--- config.mk ---
export PLATFORM = sky130hd
export DESIGN_NAME = peak_window_ctrl
export DESIGN_NICKNAME = d
export VERILOG_FILES = /design/src/rtl/peak_window_ctrl.sv
export SDC_FILE = /design/constraint.sdc
export NUM_CORES = 1
export LEC_CHECK = 0
export BUFFER_PORTS_ARGS = -buffer_cell sky130_fd_sc_hd__buf_2
export CORE_ASPECT_RATIO = 0.75
export CORE_MARGIN = 3
export CORE_UTILIZATION = 53
export DETAILED_ROUTE_END_ITERATION = 12
export GPL_TIMING_DRIVEN = 0
export PLACE_DENSITY = 0.75
export SLEW_MARGIN = 10
export SYNTH_ARGS = -nofsm -noshare
export SYNTH_HDL_FRONTEND = slang
export SYNTH_SLANG_ARGS = --single-unit
--- constraint.sdc ---
create_clock -name clk -period 2.2 [get_ports clk]
set_input_delay 0.33 -clock clk [delete_from_list [all_inputs] [get_ports clk]]
set_output_delay 0.33 -clock clk [all_outputs]
set_load 0.005 [all_outputs]
--- src/rtl/peak_window_ctrl.sv ---
// Windowed peak detector over CMOS frames: tracks the max href-qualified sample per window.
// Optional run_max decay on frame boundaries is enabled by defining PEAK_DECAY_EN.
module peak_window_ctrl #(
    parameter int unsigned WIN_FRAMES = 4,
    parameter int unsigned SETTLE_CYC = 25
) (
    input  logic       clk,
    input  logic       rst_n,
    input  logic       start,
    input  logic       stop,
    input  logic       cmos_vsync,
    input  logic       cmos_frame_href,
    input  logic [7:0] indata,
    output logic [7:0] peak_data,
    output logic       peak_valid,
    input  logic       peak_ready,
    output logic       busy
);

    typedef enum logic [2:0] {
        IDLE,
        WAIT_VS,
        SETTLE,
        TRACK,
        REPORT
    } state_t;

    localparam logic [7:0]  WIN_LAST    = WIN_FRAMES[7:0];
    localparam logic [15:0] SETTLE_LAST = SETTLE_CYC[15:0];

    state_t      state_q, state_d;
    logic        vs_q;
    logic [7:0]  run_max_q, run_max_d;
    logic [7:0]  frame_q, frame_d;
    logic [15:0] settle_q, settle_d;
    logic [7:0]  peak_data_d;
    logic        peak_valid_d;
    logic        stop_pend_q, stop_pend_d;

    logic        vs_edge;
    logic [7:0]  frame_inc;
    logic        win_done;
    logic [7:0]  base;
    logic [7:0]  sampled;
    logic        handshake;

    assign vs_edge   = cmos_vsync & ~vs_q;
    assign frame_inc = frame_q + 8'd1;
    assign win_done  = vs_edge && (frame_inc == WIN_LAST);
    assign handshake = peak_valid & peak_ready;
    assign busy      = (state_q != IDLE);

    always_ff @(posedge clk or posedge rst_n) begin
        if (rst_n) begin
            state_q     <= IDLE;
            vs_q        <= 1'b0;
            run_max_q   <= '0;
            frame_q     <= '0;
            settle_q    <= '0;
            peak_data   <= '0;
            peak_valid  <= 1'b0;
            stop_pend_q <= 1'b0;
        end else begin
            state_q     <= state_d;
            vs_q        <= cmos_vsync;
            run_max_q   <= run_max_d;
            frame_q     <= frame_d;
            settle_q    <= settle_d;
            peak_data   <= peak_data_d;
            peak_valid  <= peak_valid_d;
            stop_pend_q <= stop_pend_d;
        end
    end

    always_comb begin
        state_d      = state_q;
        run_max_d    = run_max_q;
        frame_d      = frame_q;
        settle_d     = settle_q;
        peak_data_d  = peak_data;
        peak_valid_d = peak_valid;
        stop_pend_d  = stop_pend_q;
        base         = run_max_q;
        sampled      = run_max_q;

        case (state_q)
            IDLE: begin
                stop_pend_d = 1'b0;
                if (start && !stop) begin
                    state_d = WAIT_VS;
                end
            end

            WAIT_VS: begin
                if (stop) begin
                    state_d   = IDLE;
                    run_max_d = '0;
                end else if (vs_edge) begin
                    state_d  = SETTLE;
                    frame_d  = '0;
                    settle_d = '0;
                end
            end

            SETTLE: begin
                if (stop) begin
                    state_d   = IDLE;
                    run_max_d = '0;
                end else if (win_done) begin
                    // A short window can finish before settling completes
                    state_d      = REPORT;
                    frame_d      = frame_inc;
                    peak_data_d  = run_max_q;
                    peak_valid_d = 1'b1;
                end else begin
                    if (vs_edge) begin
                        frame_d = frame_inc;
                    end
                    if (settle_q == SETTLE_LAST) begin
                        state_d = TRACK;
                    end else begin
                        settle_d = settle_q + 16'd1;
                    end
                end
            end

            TRACK: begin
                if (stop) begin
                    state_d   = IDLE;
                    run_max_d = '0;
                end else begin
`ifdef PEAK_DECAY_EN
                    // Decay applies first so a same-cycle sample competes with the decayed peak
                    if (vs_edge && !win_done) begin
                        base = run_max_q - (run_max_q >> 3);
                    end
`endif
                    sampled   = (cmos_frame_href && (indata > base)) ? indata : base;
                    run_max_d = sampled;
                    if (vs_edge) begin
                        frame_d = frame_inc;
                    end
                    if (win_done) begin
                        state_d      = REPORT;
                        peak_data_d  = sampled;
                        peak_valid_d = 1'b1;
                    end
                end
            end

            REPORT: begin
                if (stop) begin
                    stop_pend_d = 1'b1;
                end
                if (handshake) begin
                    peak_valid_d = 1'b0;
                    run_max_d    = '0;
                    frame_d      = '0;
                    settle_d     = '0;
                    if (stop_pend_q || stop) begin
                        state_d     = IDLE;
                        stop_pend_d = 1'b0;
                    end else begin
                        state_d = SETTLE;
                    end
                end
            end

            default: begin
                state_d = IDLE;
            end
        endcase
    end

endmodule

==> impl_metrics.yaml <==
run_status:
  status: "complete, no violations"
pwr:
  power_density_mw_per_mm2: 792
  irDropWorstVdd_v: 0.000400
  p_leak_nw: 1.41
placed_design:
  dp_hpwl_um: 4200
  gp_congestion: 0.840
  placed_area_sq_mm: 0.00287
  portBuffers: 23
final_layout:
  design_area_sq_mm: 0.00308
  final_cell_mix: "dfrtp_1 (46), nor2_1 (36), buf_2 (25)"
  nets: 346
  multi_input_area_sq_mm: 0.00145
  antennaDiodeCount: 0
  ff_latch_area_sq_mm: 0.00115
  fillerInstances: 372
  syn_to_final_growth_pct: 15.9
  drive_gt1_share_pct: 19.3
  final_common_cell: "dfrtp_1"
critical_path:
  worstSetupPathType: "flop to flop"
  worstPathArrival_ns: 2.29
  crit_slowest_cell: "or4_1"
  cp_num_buf_inv: 0
  path_cells: "or4_1 > a211oi_4 > nand2b_1 > o21ai_1 > mux2_1"
  rr_endpoint: "state_q[0]"
  r2r_cells: 5
  crit_family: "simple AND/OR/NAND/NOR gates"
  worstPathMaxFanout: 6
  endpoint_kind: "flop"
  r2r-start: "frame_q[2]"
  r2r_slack_ns: 0.08
  cp-start-kind: "flop"
  slowest_delay_ns: 0.60
  cp_data_required_time_ns: 2.37
worst_hold_path:
  hold_path.class: "input pin to flop"
  worstHoldEndpoint: "vs_q"
  hp-start: "cmos_vsync"
  hold_depth: 1
sta:
  slew_viol_final: 0
  finalSetupTns_ns: 0
  worst_slew_pin_slew_ns: 0.538
  finalCritPeriodShare_pct: 96.3
  worst_hold_slack_ns: 0.172
  fin_crit_ns: 2.12
  fmax_mhz: 472
  finalSetupViolCount: 0
  fin_skew_ns: 0.00512
  hold_viol: 0
  slew_headroom_pct: 63.9
run:
  maxCapViolCount: 0
global_route:
  gr-total-overflow: 0
  grt_pass1_vias: 2121
  antenna_found_initial: 0
  grt_max_degree: 38
  track_usage_pct: 21.9
  grt_first_pass_wirelength_um: 10000
clocking:
  clk_pin_slew_ns: 0.08
  clk_latency_ns: 0.30
  cts_buffers: 5
  clockBufferDepth: 2
  root_buffer: "clkbuf_8"
  cts.htree.levels: 2
  cts_tree: "built"
  clock_sinks: 46
detailed_routing:
  dr.pass1.iters: 4
  drt_iter0_drc: 124
  post_drt_wl_per_cell_um: 15.7
  vias: 2238
  wl_um: 5930
  drtAntennaViolNets: 0
  drc: 0
  vias_per_cell: 5.92
synthesis:
  postSynth.asyncResetShare_pct: 100
  synth_nets: 310
  synthCells: 284
  yosysSeqAreaShare_pct: 43.3
  synthFlopType: "dfrtp_1"
  netlist_area_sq_mm: 0.00266
  synth_top_area_share_pct: 43.3
  yosysTopAreaCell: "dfrtp_1"
  synth-edff-count: 0
  yosys.cell_types.count: 52
  synth_area_leaders: "dfrtp_1 (43%), xnor2_1 (5.6%), ha_1 (5.2%)"
  avgSynthCellArea_sq_um: 9.36
  ys_ff_latch: 46
  ys_warn_count: 0
floorplan:
  ioPinCount: 25
  start_util_pct: 57.2
  coreArea_sq_mm: 0.00465
  die_h_um: 67.3
  fp-row-count: 21
  die_area_sq_mm: 0.00591
  die_x_um: 87.8
## final cells by class
cell class	instances	area share, %
clock buffer	5	2.23
tap	57	2.31
inverter	13	1.58
multi-input combinational	213	47.0
clock inverter	3	1.30
timing repair buffer	30	5.93
sequential	46	37.4
buffer	11	2.27
## routing by layer
layer | share of wire, % | track usage [%] | vias to the layer above
li1 | - | - | 1092
met1 | 49 | 31.0 | 1076
met4 | 1.0 | 6.70 | 0
met5 | 0 | 0 | -
met3 | 5.0 | 3.78 | 8
met2 | 45 | 34.4 | 62
## kinds of logic after synthesis
family	Yosys count	synth area share [%]
and+or+nand+nor	113	22.0
muxes	9	3.44
DFF	46	43.3
adders and majority gates	11	5.18
AOI/OAI and AO/OA	62	16.0
buffers and inverters	25	4.09
xor gates and xnor gates	18	5.93
## metrics by stage
step	instances	total power (W)	setup WS (ns)	utilization (%)
after CTS	376	0.00242	0.0210	64.8
final	378	0.00244	0.0817	66.3
after floorplan	284	0.00155	0.185	-
after detailed placement	365	0.00178	-0.147	61.6
after global placement	364	0.00175	-0.0818	61.2
after global routing	378	0.00259	-0.00266	66.3
## worst max path at each step
stage | start | to | slack [ns] | cells past startpoint
finish | frame_q[2] | state_q[0] | 0.08 | 5
global route | state_q[2] | settle_q[10] | -0.003 | 8
CTS | base[7] | base[6] | 0.02 | 8
detailed placement | indata[7] | base[4] | -0.15 | 7
global placement | indata[7] | base[6] | -0.08 | 7
floorplan | base[7] | peak_data[1] | 0.19 | 9
## Yosys cell counts (5+ instances only)
master    count
nor3_1       13
dfrtp_1      46
a22o_1        9
inv_1        13
nand4_1       8
o21ai_0      14
xnor2_1      17
ha_1         11
clkbuf_1      7
a21oi_1      16
nor2_1       36
nor4b_1       5
mux2i_1       8
nand3_1       6
nand2_1      18
## what timing repair did
item,CTS,global route
setup endpoints to repair,17,37
pin swaps,1,2
resized for setup,3,14
hold buffers,1,0
buffers inserted,2,3
cloned,0,0
endpoints found under the hold margin,9,0
## registers in the layout, indices dropped and copies added, names as in the netlist
register     flops
peak_valid       1
frame_q          8
vs_q             1
stop_pend_q      1
state_q          3
base             8
settle_q        16
peak_data        8
## where the power goes
part | internal [W] | total, W | switching [W]
sequential | 0.000954 | 0.00106 | 0.000104
clock | 0.000335 | 0.000621 | 0.000286
combinational | 0.000306 | 0.000761 | 0.000455
total | 0.00159 | 0.00244 | 0.000845
No activity file was read; power rests on OpenSTA's default activity.
